File: config.mk
export PLATFORM = sky130hd
export DESIGN_NAME = timeset_button_ctrl
export DESIGN_NICKNAME = d
export VERILOG_FILES = /design/src/rtl/timeset_button_ctrl.sv
export SDC_FILE = /design/constraint.sdc
export NUM_CORES = 1
export LEC_CHECK = 0
export CAP_MARGIN = 20
export CELL_PAD_IN_SITES_DETAIL_PLACEMENT = 0
export CELL_PAD_IN_SITES_GLOBAL_PLACEMENT = 1
export CORE_UTILIZATION = 52
export DETAILED_ROUTE_END_ITERATION = 7
export PLACE_DENSITY_LB_ADDON = 0.1
export SYNTH_ARGS = -nofsm -noshare
export SYNTH_HDL_FRONTEND = slang
export SYNTH_SLANG_ARGS = --single-unit
File: constraint.sdc
create_clock -name i_clk -period 3.3 [get_ports i_clk]
set_input_delay 0.99 -clock i_clk [delete_from_list [all_inputs] [get_ports i_clk]]
set_output_delay 0.99 -clock i_clk [all_outputs]
set_load 0.05 [all_outputs]
File: src/rtl/timeset_button_ctrl.sv
// Time-set button front end: synchronizes and debounces the hour/minute set
// buttons and turns divider strobes into slow-then-fast increment pulses.
module timeset_button_ctrl #(
    parameter int DEBOUNCE_CYCLES = 500_000,
    parameter int SLOW_COUNT      = 4
) (
    input  logic i_clk,
    input  logic i_reset_n,
    input  logic i_set_hr,
    input  logic i_set_min,
    input  logic i_timeset_stb,
    output logic o_div_en,
    output logic o_fast_set,
    output logic o_hr_inc,
    output logic o_min_inc,
    output logic o_setting
);

    localparam int DW = $clog2(DEBOUNCE_CYCLES + 1);
    localparam int CW = $clog2(SLOW_COUNT + 1);
    localparam logic [DW-1:0] DB_LAST  = DW'(DEBOUNCE_CYCLES - 1);
    localparam logic [CW-1:0] SLOW_MAX = CW'(SLOW_COUNT);

    localparam logic [1:0] ST_IDLE = 2'd0;
    localparam logic [1:0] ST_SLOW = 2'd1;
    localparam logic [1:0] ST_FAST = 2'd2;

    localparam int B_HR  = 1;
    localparam int B_MIN = 0;

    logic [1:0]    raw_s;
    logic [1:0]    sync1_q;
    logic [1:0]    sync2_q;
    logic [1:0]    db_q;
    logic [1:0]    db_prev_q;
    logic [DW-1:0] deb_cnt_q [2];

    logic [1:0]    state_q, state_d;
    logic          sel_q, sel_d;
    logic [CW-1:0] cnt_q, cnt_d;
    logic [CW-1:0] cnt_inc_s;
    logic          hr_inc_q, hr_inc_d;
    logic          min_inc_q, min_inc_d;
    logic          div_en_q, fast_q;
    logic          hr_rise_s, min_rise_s, sel_lvl_s;

    assign raw_s = {i_set_hr, i_set_min};

    // Two-stage synchronizer and per-button debounce counter.
    always_ff @(posedge i_clk or negedge i_reset_n) begin
        if (!i_reset_n) begin
            sync1_q   <= 2'b00;
            sync2_q   <= 2'b00;
            db_q      <= 2'b00;
            db_prev_q <= 2'b00;
            for (int b = 0; b < 2; b++) begin
                deb_cnt_q[b] <= '0;
            end
        end else begin
            sync1_q   <= raw_s;
            sync2_q   <= sync1_q;
            db_prev_q <= db_q;
            for (int b = 0; b < 2; b++) begin
                if (sync2_q[b] != db_q[b]) begin
                    if (deb_cnt_q[b] == DB_LAST) begin
                        db_q[b]      <= sync2_q[b];
                        deb_cnt_q[b] <= '0;
                    end else begin
                        deb_cnt_q[b] <= deb_cnt_q[b] + 1'b1;
                    end
                end else begin
                    deb_cnt_q[b] <= '0;
                end
            end
        end
    end

    assign hr_rise_s  = db_q[B_HR] & ~db_prev_q[B_HR];
    assign min_rise_s = db_q[B_MIN] & ~db_prev_q[B_MIN];
    assign sel_lvl_s  = sel_q ? db_q[B_HR] : db_q[B_MIN];
    assign cnt_inc_s  = (cnt_q == SLOW_MAX) ? cnt_q : cnt_q + 1'b1;

    // Set-mode FSM; a release of the selected button takes priority over a strobe.
    always_comb begin
        state_d   = state_q;
        sel_d     = sel_q;
        cnt_d     = cnt_q;
        hr_inc_d  = 1'b0;
        min_inc_d = 1'b0;
        case (state_q)
            ST_IDLE: begin
                if (hr_rise_s && !db_q[B_MIN]) begin
                    sel_d    = 1'b1;
                    hr_inc_d = 1'b1;
                    cnt_d    = '0;
                    state_d  = ST_SLOW;
                end else if (min_rise_s && !db_q[B_HR]) begin
                    sel_d     = 1'b0;
                    min_inc_d = 1'b1;
                    cnt_d     = '0;
                    state_d   = ST_SLOW;
                end else begin
                    state_d = ST_IDLE;
                end
            end
            ST_SLOW, ST_FAST: begin
                if (!sel_lvl_s) begin
                    state_d = ST_IDLE;
                    cnt_d   = '0;
                end else if (i_timeset_stb) begin
                    hr_inc_d  = sel_q;
                    min_inc_d = ~sel_q;
                    if (state_q == ST_SLOW) begin
                        cnt_d = cnt_inc_s;
                        if (cnt_inc_s == SLOW_MAX) begin
                            state_d = ST_FAST;
                        end else begin
                            state_d = ST_SLOW;
                        end
                    end else begin
                        state_d = ST_FAST;
                    end
                end else begin
                    state_d = state_q;
                end
            end
            default: begin
                state_d = ST_IDLE;
                cnt_d   = '0;
            end
        endcase
    end

    // FSM state and registered outputs.
    always_ff @(posedge i_clk or negedge i_reset_n) begin
        if (!i_reset_n) begin
            state_q   <= ST_IDLE;
            sel_q     <= 1'b0;
            cnt_q     <= '0;
            hr_inc_q  <= 1'b0;
            min_inc_q <= 1'b0;
            div_en_q  <= 1'b0;
            fast_q    <= 1'b0;
        end else begin
            state_q   <= state_d;
            sel_q     <= sel_d;
            cnt_q     <= cnt_d;
            hr_inc_q  <= hr_inc_d;
            min_inc_q <= min_inc_d;
            div_en_q  <= (state_d != ST_IDLE);
            fast_q    <= (state_d == ST_FAST);
        end
    end

    assign o_div_en   = div_en_q;
    assign o_setting  = div_en_q;
    assign o_fast_set = fast_q;
    assign o_hr_inc   = hr_inc_q;
    assign o_min_inc  = min_inc_q;

endmodule

# After elaboration in Yosys (flattened, before gate mapping)
# Index checks and enable logic that the tools add are counted.
# totals
reg_bits	56
latch_bits	0
ram_bits	0
romBits	0
input_bits	5
output_inout_bits	5
wordCells	76
mem_count	0
# classes
add_sub_neg	3
mul	0
n_div	0
order_cmp	0
eq_ne	12
shift	0
n_mux	30
bitwise	5
reduce_logical	12
# op_table
cell	n
$mux W19	4
$add A19 B1 Y19 const B	2
$eq A19 B19 Y1 const B	2
$mux W3	6
$mux W1	12
$ne A3 B3 Y1 const B	3
$mux W2	4
$eq A3 B3 Y1 const B	2
$pmux W3 S2	1
$reduce_and A2 Y1	3
$eq A2 B2 Y1 const B	2
$pmux W1 S2	2
$pmux W2 S2	1
$reduce_bool A2 Y1	2
$add A3 B1 Y3 const B	1
$not A1 Y1	3
$reduce_and A3 Y1	1
$and A1 B1 Y1	2
$eq A2 B1 Y1 const B	1
$logic_and A1 B1 Y1	2
$logic_not A1 Y1	2
$logic_not A2 Y1	1
$ne A1 B1 Y1	2
$reduce_or A2 Y1	1

# Depth between registers and ports, before layout
# Gate-level depths: netlist of the first run.
# depth
word_depth	9
depth_mapped	6

# Worst setup path after synthesis of the first run
# No wires, ideal clock.
# synth_timing
path_type	flip-flop to output port
startpoint	register div_en_q (netlist: o_div_en)
endpoint	output port o_setting
arrival_time_ps	886
slack_ps	1424
stages_incl_launch_ff	2
path_buffers	1
cell_sequence	dfrtp_1 > buf_4
# synth_lines
item	line_no	text
start, declared	44	logic div_en_q, fast_q;
start signal, assigned	150	div_en_q <= (state_d != ST_IDLE);
end, declared	16	output logic o_setting
# No word-level cell between the ends.

# Worst setup path after layout of the first run
# layout_timing
startpoint	register div_en_q (netlist: o_div_en)
endpoint	output port o_setting
# No word-level cell between the ends.

==> results of run 1 <==
==> state kept, by name, summed over array words and instances (netlist names) <==
name / count
o_hr_inc: 1
o_fast_set: 1
sync2_q: 2
deb_cnt_q: 38
sync1_q: 2
o_div_en: 1
db_prev_q: 2
sel_q: 1
cnt_q: 3
o_min_inc: 1
state_q: 2
db_q: 2
==> metrics by stage <==
step	utilization	worst slack (ns)
3_5_place_dp	0.575	0.922
3_3_place_gp	0.575	0.932
2_1_floorplan	-	1.42
6_report	0.593	0.836
5_1_grt	0.593	0.761
4_1_cts	0.593	0.807
==> Yosys cell counts, types with 2 or more instances <==
library cell,instances
nor2_1,43
clkbuf_1,2
nand3_1,18
xnor2_1,25
ha_1,7
nand4_1,7
inv_1,14
o21ai_0,5
nand2_1,17
nor4_1,13
dfrtp_1,56
o31ai_1,2
a21oi_1,8
nand4_2,2
mux2_2,2
nor3b_1,2
nor3_1,9
nand3b_1,2
nor4bb_1,2
nand2b_1,2
mux2i_1,3
xor2_1,7
==> per-layer routing <==
metal | track usage | wire length, um
met1 | 0.290 | 2640
met2 | 0.291 | 2140
met3 | 0.0397 | 105
met4 | 0.0741 | 78
met5 | 0 | 0
==> final cells by class <==
type                    count  area [um^2]
repair buffers             11          100
well taps                  70         87.6
clock inverters             1         7.51
multi-input cells         203         1310
flip-flops and latches     56         1400
fillers                   468         2090
inverters                  14         52.6
clock buffers               7         86.3
==> how the worst max path moves through the flow <==
stage | from | to | slack [ns] | cells past startpoint
after floorplan | o_div_en$_DFF_PN0_ | o_setting | 1.42 | 1
after global placement | i_timeset_stb | cnt_q[1]$_DFFE_PN0P_ | 0.93 | 4
after detailed placement | i_timeset_stb | cnt_q[1]$_DFFE_PN0P_ | 0.92 | 4
after CTS | o_div_en$_DFF_PN0_ | o_setting | 0.81 | 1
after global routing | o_div_en$_DFF_PN0_ | o_setting | 0.76 | 1
final | o_div_en$_DFF_PN0_ | o_setting | 0.84 | 1
==> power by group through the flow <==
stage                     clock (W)  combinational (W)  sequential [W]
final                      0.000391          0.0000412        0.000703
after global routing       0.000427          0.0000485        0.000704
after CTS                  0.000406          0.0000430        0.000703
after detailed placement          0          0.0000429        0.000716
after global placement            0          0.0000427        0.000716
after floorplan                   0          0.0000197        0.000715
==> logic make-up after synthesis <==
kind of cell	Yosys count	share of synthesized area
simple gates	132	0.252
flops	56	0.501
xor+xnor	32	0.100
compound gates	27	0.0671
buf+inv	19	0.0300
fa+ha+maj	7	0.0313
mux	5	0.0188
==> results.txt, run 1 <==
The floorplan die width came out at roughly 75 um. The async set-reset flop share out of synthesis is 1.00. The synthesized netlist occupies a cell area of approximately 2800 um^2.

The number of failing setup endpoints in the final timing report came out at 0. The combinational power share is 0.036. The placed standard-cell area came out at 2950 um^2.

The max-slew violation count came out at 0. The max-capacitance violation count is 0. The instance count along the most critical hold path is 0. The count of pins on the block boundary is 10.

The most used flip-flop cell after synthesis is dfrtp_1. The all-layer global routing usage is 0.197. Setup repair after global routing left no endpoint under its margin. Of the available clock period, the critical path in the final layout requires 0.747. The critical path start-end classification is flip-flop to primary output. The post-cts resize count is 0. The setup TNS after final layout came out at 0 ns. The worst voltage drop across the vdd grid is 239 uV.

Leaving out fill and tap cells, the most frequent cells in the layout are dfrtp_1, nor2_1, xnor2_1. Synthesis instantiated 52 different standard cells from the library. Together, buffers and inverters on the worst path number 1.

The final hold slack is 0.362 ns. With fillers left out, the area of the finished cells amounts to 3050 um^2. The critical-path maximum fanout came out at 2.

The count of cells in the finished layout, fillers not included, comes to 362. The tree is rooted in a clkbuf_8. The instance count of the mapped netlist came out at 278. The number of rows in the core area came out at 26. On the worst path, the slowest cell contributes a delay of between 0.8 and 0.9 ns.

The critical path goes through clkdlybuf4s50_1. The worst pin sits at a relative slew slack of 0.536. The most common library cell in the layout ignoring fill and taps is dfrtp_1.

The clock network power share is 0.344. The path class of the tightest hold or removal check is flip-flop to flip-flop. The CTS tree is yes. For the worst setup path, the data required time is 2.31 ns. The portion of total power attributed to sequential cells is 0.619.

The number of buffers inserted during clock tree synthesis came out at 5. The routability-driven placement congestion ratio came out at roughly 0.79. The worst hold path begins at sync1_q[1]$_DFF_PN0_. The first-pass GRT wire length is between 8000 and 9000 um. In this design, the largest share of critical-path delay is due to buffers and inverters. The final antenna-violating net count is 0. In the routed design, unresolved DRC markers number 0. The slowest cell on the critical path is clkdlybuf4s50_1. The number of sinks driven by the clock tree came out at 56. The internal power is 0.000878 W. Buffers added to address setup during post-CTS repair amount to 0.

The first detailed-routing pass ran for 4 iterations. The startpoint type of the worst setup path is a flip-flop. Timing would allow up to 0.406 GHz.

The setup slack on the worst flop-to-flop path came out at roughly 1.3 ns. After global routing the overflow that remains totals 0. The final wirelength came out at slightly below 5000 um. The placed instance count is 354. The worst-case clock buffer depth is 2. Detailed placement ended at an HPWL of 3460 um. The die area is 5680 um^2. The destination of the worst register-to-register timing path is o_fast_set$_DFF_PN0_.

The arrival time at the worst endpoint came out at between 1 and 1.5 ns. The height of the chip came out at around 75 um. The starting utilization of the core area is 0.544. For the worst flop-to-flop path, the logic depth is 6. During synthesis, Yosys emitted a total of 0 warnings. The cell type with the largest total area after synthesis is dfrtp_1. The placeable core region came out at 5140 um^2. For the pin with the worst max-slew slack, the measured transition is 0.697 ns. The post-layout net count came out at 303.

At the later pin of the worst-skew pair, clock insertion delay measures 0.31 ns. The share of the synthesized area in the top cell type is 0.501. STA classifies the critical path endpoint as a primary output. Of the total power, the share spent switching nets is 0.226. The initial antenna violation count is 0. In this run, synthesis produced a sequential element count of 56. The violation count after the first detailed-routing iteration is 106.

The maximum level of the CTS H-tree came out at 2. The path with the worst hold slack has its endpoint at sync2_q[1]$_DFF_PN0_. The largest net degree at the start of global routing is 57.

The number of buffers inserted by port buffering is 9. The count of hold-fix buffers inserted at cts came out at 0. The switching power came out at around 0.00026 W. The leakage power is 1.19 nW. Dividing the synthesized area by the synthesized cell count gives 10.1 um^2. The run finished with clean final reports.

The vias per cell is 5.48. The count of final hold-check violations came to 0. The minimum clock period came out at 2.46 ns. The fraction of the yosys area taken by sequential cells came out at 0.501. For this design the ratio of total power to cell area is 372 nW/um^2.

Between clock sinks in the finished design, the worst skew comes to 0.0114 ns. After clock tree synthesis, the clock-pin slew on the worst setup and hold paths is 0.10 ns. The number of nets in the synthesized netlist is 290.

The number of antenna cells inserted is 0. The number of global-route vias before repair came out at 1808. The power after layout is 0.00113 W. The share of cells above drive strength 1 came out at 0.0788. The number of synthesized flops with an enable pin came out at 0.

The worst register-to-register path begins at cnt_q[0]$_DFFE_PN0P_. After synthesis, the cell types taking the most area are dfrtp_1, xnor2_1, nor2_1. Across all layers, the routed design uses 1984 vias. The layout-stage area growth over the synthesis result came out at 8.94%.

The detail-routed net length per standard cell came out at 13.7 um.
No activity file was read; power rests on OpenSTA's default activity.
==> run 2, diff against run 1 <==
--- a/config.mk
+++ b/config.mk
@@ -8,7 +8,7 @@
 export CAP_MARGIN = 20
 export CELL_PAD_IN_SITES_DETAIL_PLACEMENT = 0
 export CELL_PAD_IN_SITES_GLOBAL_PLACEMENT = 1
-export CORE_UTILIZATION = 52
+export CORE_UTILIZATION = 43
 export DETAILED_ROUTE_END_ITERATION = 7
 export PLACE_DENSITY_LB_ADDON = 0.1
 export SYNTH_ARGS = -nofsm -noshare
==> constraint.sdc (replaced) <==
create_clock -name i_clk -period 2.2 [get_ports i_clk]
set_input_delay 0.66 -clock i_clk [delete_from_list [all_inputs] [get_ports i_clk]]
set_output_delay 0.66 -clock i_clk [all_outputs]
set_load 0.05 [all_outputs]
==> run 2 against run 1 <==
Critical path depth unchanged. Clock skew is 0.0043 ns lower. Flip-flop and latch count is the same. Combinational power increased by 66%. Global-route usage down 3.0 points. Cell count grew 2.8%. Final area rose by 2.4%. Worst setup slack worse by 0.74 ns. Critical endpoint is now o_div_en. Routed wire length increased by 1.4%. First-iteration DRC count down 36%. Largest cell class unchanged.
==> results.txt, run 2 (synthesis results as in run 1) <==
The run finished with clean final reports. The slew at the pin closest to its max-slew limit is between 0.5 and 0.6 ns. Measured along the y axis, the die boundary spans 82.7 um. The placeable core region is 6310 um^2. The required arrival time at the worst endpoint is around 1.5 ns. The later-pin clock latency in the skew report is 0.31 ns. Of the total power, the share spent switching nets is 0.214.

The largest single stage delay on the critical path is 0.79 ns. On the critical path the largest part of the delay comes from buffers and inverters. The layout-stage area growth over the synthesis result is 11.6%. The sum of overflow across all layers after global routing came out at 0.

Leaving out fill and tap cells, the most frequent cells in the layout are dfrtp_1, nor2_1, xnor2_1. The worst setup path is launched from a flip-flop. The count of pins on the block boundary is 10. The final hold slack is approximately 0.29 ns.

The post-layout net count is 306. The combinational power share is 0.037. The violation count after the first detailed-routing iteration is 68. Prior to clock tree synthesis, the placed netlist has a worst setup slack of 0.245 ns. The die area is 6830 um^2. The capturing element type of the critical path is a primary output. Traced cell by cell, the critical path runs through clkdlybuf4s50_1. The number of sinks driven by the clock tree came out at between 50 and 60. The largest registers in the layout are deb_cnt_q (38), cnt_q (3).

For this run, design rule violations remaining after detail routing come to 0. Once detail routing completed, the nets flagged for antenna violations numbered 0. The most common library cell in the layout ignoring fill and taps is dfrtp_1. The initial utilization of the core area, before any placement, comes to 0.443. IR analysis of the VDD net gives a maximum drop of 497 uV.

The class of the tightest hold or removal check is input pin to asynchronous set/reset pin. The power after layout is roughly 0.0018 W. The total buffers and inverters traversed by the critical path came out at 1.

The worst setup path is of the flip-flop to primary output kind. The routability-driven placement congestion ratio came out at approximately 0.80. For this design, the slowest cell found on the critical path is clkdlybuf4s50_1. The number of antenna cells inserted is 0. In the final routed layout, each cell accounts on average for around 14 um. The worst clock skew on the final layout came out at 0.00705 ns.

Clock tree synthesis selected as its root buffer the cell clkbuf_8. Counting flops per register, the top entry is deb_cnt_q. The uppermost metal layer occupied by signal nets is met4. The wire length on met2 came out at 2200 um. The floorplan die width came out at 82.7 um.

The total via count in the routed design is 1932. The leakage power came out at roughly 1.2 nW. Counting the buffers created by CTS gives 5. The part of the cycle the worst path needs is 0.958.

Data on the critical path arrives at its endpoint at about 1.5 ns. The share of cells above drive strength 1 is 0.0915. The vias per cell is approximately 5.2. The number of buffers inserted by port buffering came out at 9. The first-pass detailed-route iteration total is 4. The total non-filler cell area in the finished layout came out at 3120 um^2. The minimum clock period is ~2.1 ns. The max-slew violation count is 0.

The routed design has 5040 um of wire. Setup repair after global routing left no endpoint under its margin. The maximum level of the CTS H-tree came out at 2.

Summed over all nets, wire length on met3 after detailed routing comes to 99 um. The first-pass GRT wire length is 8630 um. The internal power is around 0.0014 W.

The largest net degree at the start of global routing came out at 23. The clock transition at the registers of the reported paths is 0.10 ns. The worst-case clock buffer depth is 2. Across the run, the number of max-cap violations was 0. The placed standard-cell area is approximately 3000 um^2. Of all nets on the critical path, the largest fanout is 2.

The portion of total power attributed to sequential cells is 0.577. The HPWL after detailed placement came out at 3630 um. Setup violations remaining at the end of the flow were counted as 0. The routed length on met1 is 2660 um. The count of final hold-check violations is 0.

The worst slew slack as a fraction of its limit is 0.609. The initial antenna violation count came to 0. The number of rows in the core area is 29. The setup TNS after final layout came out at 0 ns. The number of buffers inserted by post-CTS setup repair came out at 0.

The share of total power dissipated in the clock network is 0.386. The number of flip-flops in the largest register came out at 38. The final worst setup slack is around 0.093 ns. The all-layer global routing usage came out at 0.167. For this design the ratio of total power to cell area is roughly 590 nW/um^2. The switching power is 0.000391 W. The number of global-route vias before repair came out at about 1800. TritonCTS built the clock tree. The highest attainable clock frequency is 0.475 GHz.
[run 2: changes by cell type in the layout (fill, tap and decap cells not counted), sizes merged]
cell           delta
buf               +3
bufinv            +1
clkbuf            -1
clkdlybuf4s50     -1
clkinv            +1
clkinvlp          -1
dlymetal6s2s      +1
[run 2: cell type report]
type | instances | area [um^2]
multi-input cells | 203 | 1310
repair buffers | 14 | 138
clock inverters | 2 | 38.8
clock buffers | 6 | 82.6
inverters | 14 | 52.6
fillers | 595 | 3190
well taps | 77 | 96.3
flip-flops and latches | 56 | 1400
[run 2: final timing paths]
path / endpoint / cells after the start / slack [ns] / startpoint
setup / recovery: o_div_en / 1 / 0.09 / o_div_en$_DFF_PN0_
hold / removal: deb_cnt_q[29]$_DFF_PN0_ / 1 / 0.29 / i_reset_n
setup reg to reg: o_fast_set$_DFF_PN0_ / 6 / 0.22 / cnt_q[0]$_DFFE_PN0P_
hold reg to reg: sync2_q[1]$_DFF_PN0_ / 0 / 0.36 / sync1_q[1]$_DFF_PN0_
max in group asynchronous: state_q[1]$_DFF_PN0_ / 2 / 1.32 / i_reset_n
min in group i_clk: sync2_q[1]$_DFF_PN0_ / 0 / 0.36 / sync1_q[1]$_DFF_PN0_
[run 2: power by group through the flow]
| stage | Sequential (W) | Combinational (W) | Clock (W) |
|---|---|---|---|
| after floorplan | 0.00107 | 0.0000295 | 0 |
| after detailed placement | 0.00107 | 0.0000716 | 0 |
| final | 0.00105 | 0.0000683 | 0.000706 |
| after global placement | 0.00107 | 0.0000708 | 0 |
| after CTS | 0.00105 | 0.0000723 | 0.000731 |
| after global routing | 0.00106 | 0.0000817 | 0.000766 |
[run 2: what timing repair did]
item / 4_1_cts / 5_1_grt
setup endpoints to repair: 0 / 1
hold buffers: 0 / 0
resized for setup: 0 / 1
endpoints found under the hold margin: 0 / 0
[run 2: per-stage QoR]
stage | cells | utilization
CTS | 372 | 0.494
global route | 372 | 0.494
finish | 372 | 0.494
global placement | 364 | 0.475
floorplan | 278 | -
detailed placement | 364 | 0.475
[run 2: routing by layer]
| metal | up-vias | track usage |
|---|---|---|
| met4 | 0 | 0.0569 |
| met2 | 13 | 0.255 |
| li1 | 1009 | - |
| met1 | 902 | 0.234 |
| met3 | 8 | 0.0363 |
| met5 | - | 0 |
[run 2: worst reg2reg max path, stage by stage, from the launching register on]
cell      delay (ns)
dfrtp_1         0.43
inv_1           0.08
ha_1            0.23
or3b_1          0.37
a311oi_1        0.40
o211ai_1        0.18
nor3b_1         0.20
==> run 3, diff against run 2 <==
==> config.mk (replaced) <==
export PLATFORM = sky130hd
export DESIGN_NAME = timeset_button_ctrl
export DESIGN_NICKNAME = d
export VERILOG_FILES = /design/src/rtl/timeset_button_ctrl.sv
export SDC_FILE = /design/constraint.sdc
export NUM_CORES = 1
export LEC_CHECK = 0
export CAP_MARGIN = 20
export CORE_UTILIZATION = 54
export DETAILED_ROUTE_END_ITERATION = 7
export PLACE_DENSITY = 0.75
export SYNTH_ARGS = -nofsm -noshare
export SYNTH_HDL_FRONTEND = slang
export SYNTH_SLANG_ARGS = --single-unit
==> run 3 against run 2 <==
Flip-flop and latch count is the same. First-iteration DRC count grew 110%. Non-clock buffer count shrank 1. Highest routed layer unchanged. Largest power group unchanged. Routed wire length shrank 2.7%.
==> results.txt, run 3 (synthesis results as in run 1) <==
The run finished with clean final reports. The number of antenna cells inserted is 0. The sum of overflow across all layers after global routing is 0. CTS built an H-tree with a depth of 2. Walking the worst path, the cells encountered are clkdlybuf4s50_1. The analysis attributes to net switching a power of 0.000382 W. The endpoint identified for the worst register-to-register timing path is o_fast_set$_DFF_PN0_. The internal power is approximately 0.0015 W.

Setup repair after global routing left no endpoint under its margin. The final wirelength came out at ~4900 um. The first-pass GRT wire length is about 8400 um. Together, buffers and inverters on the worst path number 1.

The share of cells above drive strength 1 came out at 0.0884. The worst setup path is captured at a primary output. After clock tree synthesis, the setup repair step added 0 buffers. The number of failing setup endpoints in the final timing report came out at 0. In the final layout, the registers with the most flip-flops are deb_cnt_q (38), cnt_q (3).

The critical-path maximum fanout came out at 2. The max-slew violation count came out at 0. The slew at the pin closest to its max-slew limit is around 0.60 ns.

The total non-filler cell area in the finished layout is a little over 3000 um^2. The HPWL after detailed placement came out at 3390 um. The leakage power is 1.22 nW. The highest attainable clock frequency is about 0.47 GHz. The cell chosen for the clock root is clkbuf_8. The later-pin clock latency in the skew report is 0.31 ns.

Power spread over the standard cell area amounts to between 500 and 600 nW/um^2. The starting utilization of the core area is 0.577. The max-capacitance violation count is 0. The detail-routed net length per standard cell is 13.6 um. The DRC violations left is 0. The clock transition at the registers of the reported paths came out at roughly 0.10 ns.

The count of final hold-check violations came out at 0. The portion of total power attributed to sequential cells is 0.570. The die covers 5470 um^2. The cell family with the largest share of critical-path delay is buffers and inverters.

In the final design database the tool counted 305 nets. The number of rows in the core area is 25. The placed standard-cell area came out at 2980 um^2. The final antenna-violating net count came out at 0.

The initial antenna violation count is 0. The worst clock skew on the final layout is 0.00816 ns. The CTS tree is yes.

The floorplan die width is between 70 and 80 um. The setup TNS after final layout came out at 0 ns. For this run, the total global-route usage over all layers was measured as 0.201. Data on the critical path is required at its endpoint by 1.54 ns. The worst register-to-register path has a setup slack of 0.21 ns.

The switching share of total power is 0.207. The highest cell delay on the worst timing path is between 0.8 and 0.9 ns. The number of buffers inserted during clock tree synthesis is 5.

The largest individual stage delay along the critical path comes from the cell clkdlybuf4s50_1. The worst slew slack as a fraction of its limit is 0.596. In this run the critical register-to-register path is launched from cnt_q[0]$_DFFE_PN0P_. STA classifies the critical path startpoint as a flip-flop. Leaving out fill and tap cells, the most frequent cell in the layout is dfrtp_1.

The height of the chip is 74.0 um. The vias per cell came out at about 5.7. The layout-stage area growth over the synthesis result came out at 11.0%. The clock network power share is 0.394. The setup path with the least slack is of type flip-flop to primary output. The combinational power share came out at 0.036. The routability-driven placement congestion ratio came out at 0.824. The top cell types in the final layout, fill and taps aside, are dfrtp_1, nor2_1, xnor2_1.

The largest net degree at the start of global routing came out at 57. The arrival time at the worst endpoint came out at 1.48 ns. The clock period could shrink to 2.14 ns.

The total via count in the routed design came out at 2063. The worst-case clock buffer depth came out at 2. The count of hold-fix buffers inserted at cts is 0.

The first-pass detailed-route iteration total is 4. The number of global-route vias before repair came out at 1968. The number of buffers inserted by port buffering came out at 9. Dividing the final minimum period by the clock period gives 0.972. The worst voltage drop across the vdd grid is 336 uV. For the worst flop-to-flop path, the logic depth is 6. The tree built by TritonCTS fans out to 56 sinks. The count of pins on the block boundary came out at 10.

The worst hold path belongs to the class input pin to asynchronous set/reset pin. The register with the most flip-flops in the layout has 38 of them. The post-cts resize count came out at 0. The violation count after the first detailed-routing iteration came out at 142.

deb_cnt_q holds more flip-flops than any other register. The placeable core region came out at 4850 um^2.
## run 3: cell count changes in the layout (fill, tap and decap cells not counted), sizes merged
cell / change
clkbuf: +1
buf: -1
dlymetal6s2s: -1
clkinv: -1
clkdlybuf4s50: +1
## run 3: cell type report
| cell class | count | area, um^2 |
|---|---|---|
| fill | 392 | 1740 |
| sequential | 56 | 1400 |
| multi-input combinational | 203 | 1310 |
| timing repair buffer | 13 | 128 |
| clock buffer | 7 | 96.3 |
| tap | 67 | 83.8 |
| inverter | 14 | 52.6 |
| clock inverter | 1 | 30.0 |
## run 3: power by group through the flow
stage	logic [W]	clock network [W]	registers [W]
after global placement	0.0000669	0	0.00107
after CTS	0.0000690	0.000748	0.00105
after floorplan	0.0000295	0	0.00107
final	0.0000664	0.000728	0.00105
after detailed placement	0.0000685	0	0.00107
after global routing	0.0000770	0.000774	0.00106
## run 3: worst max path at each step
stage / startpoint / end / slack, ns / cells after the start
5_1_grt: o_div_en$_DFF_PN0_ / o_div_en / 0.02 / 1
3_3_place_gp: i_timeset_stb / cnt_q[1]$_DFFE_PN0P_ / 0.31 / 4
3_5_place_dp: cnt_q[0]$_DFFE_PN0P_ / o_fast_set$_DFF_PN0_ / 0.23 / 6
4_1_cts: o_div_en$_DFF_PN0_ / o_div_en / 0.05 / 1
2_1_floorplan: cnt_q[0]$_DFFE_PN0P_ / o_fast_set$_DFF_PN0_ / 0.47 / 6
6_report: o_div_en$_DFF_PN0_ / o_div_en / 0.06 / 1
## run 3: stage by stage
| step | setup slack (ns) | utilization | std cells | power, W | hold slack (ns) |
|---|---|---|---|---|---|
| 6_report | 0.0611 | 0.640 | 361 | 0.00185 | 0.324 |
| 5_1_grt | 0.0171 | 0.640 | 361 | 0.00191 | 0.350 |
| 4_1_cts | 0.0477 | 0.640 | 361 | 0.00187 | 0.344 |
| 3_5_place_dp | 0.231 | 0.614 | 353 | 0.00114 | 0.359 |
| 3_3_place_gp | 0.305 | 0.614 | 353 | 0.00114 | 0.356 |
| 2_1_floorplan | 0.471 | - | 278 | 0.00110 | 0.331 |
## run 3: per-layer routing
layer | global-route usage | wire [um] | up-vias
li1 | - | - | 1003
met1 | 0.251 | 2320 | 1011
met2 | 0.337 | 2350 | 43
met3 | 0.0434 | 167 | 6
met4 | 0.0833 | 65 | 0
met5 | 0 | 0 | -
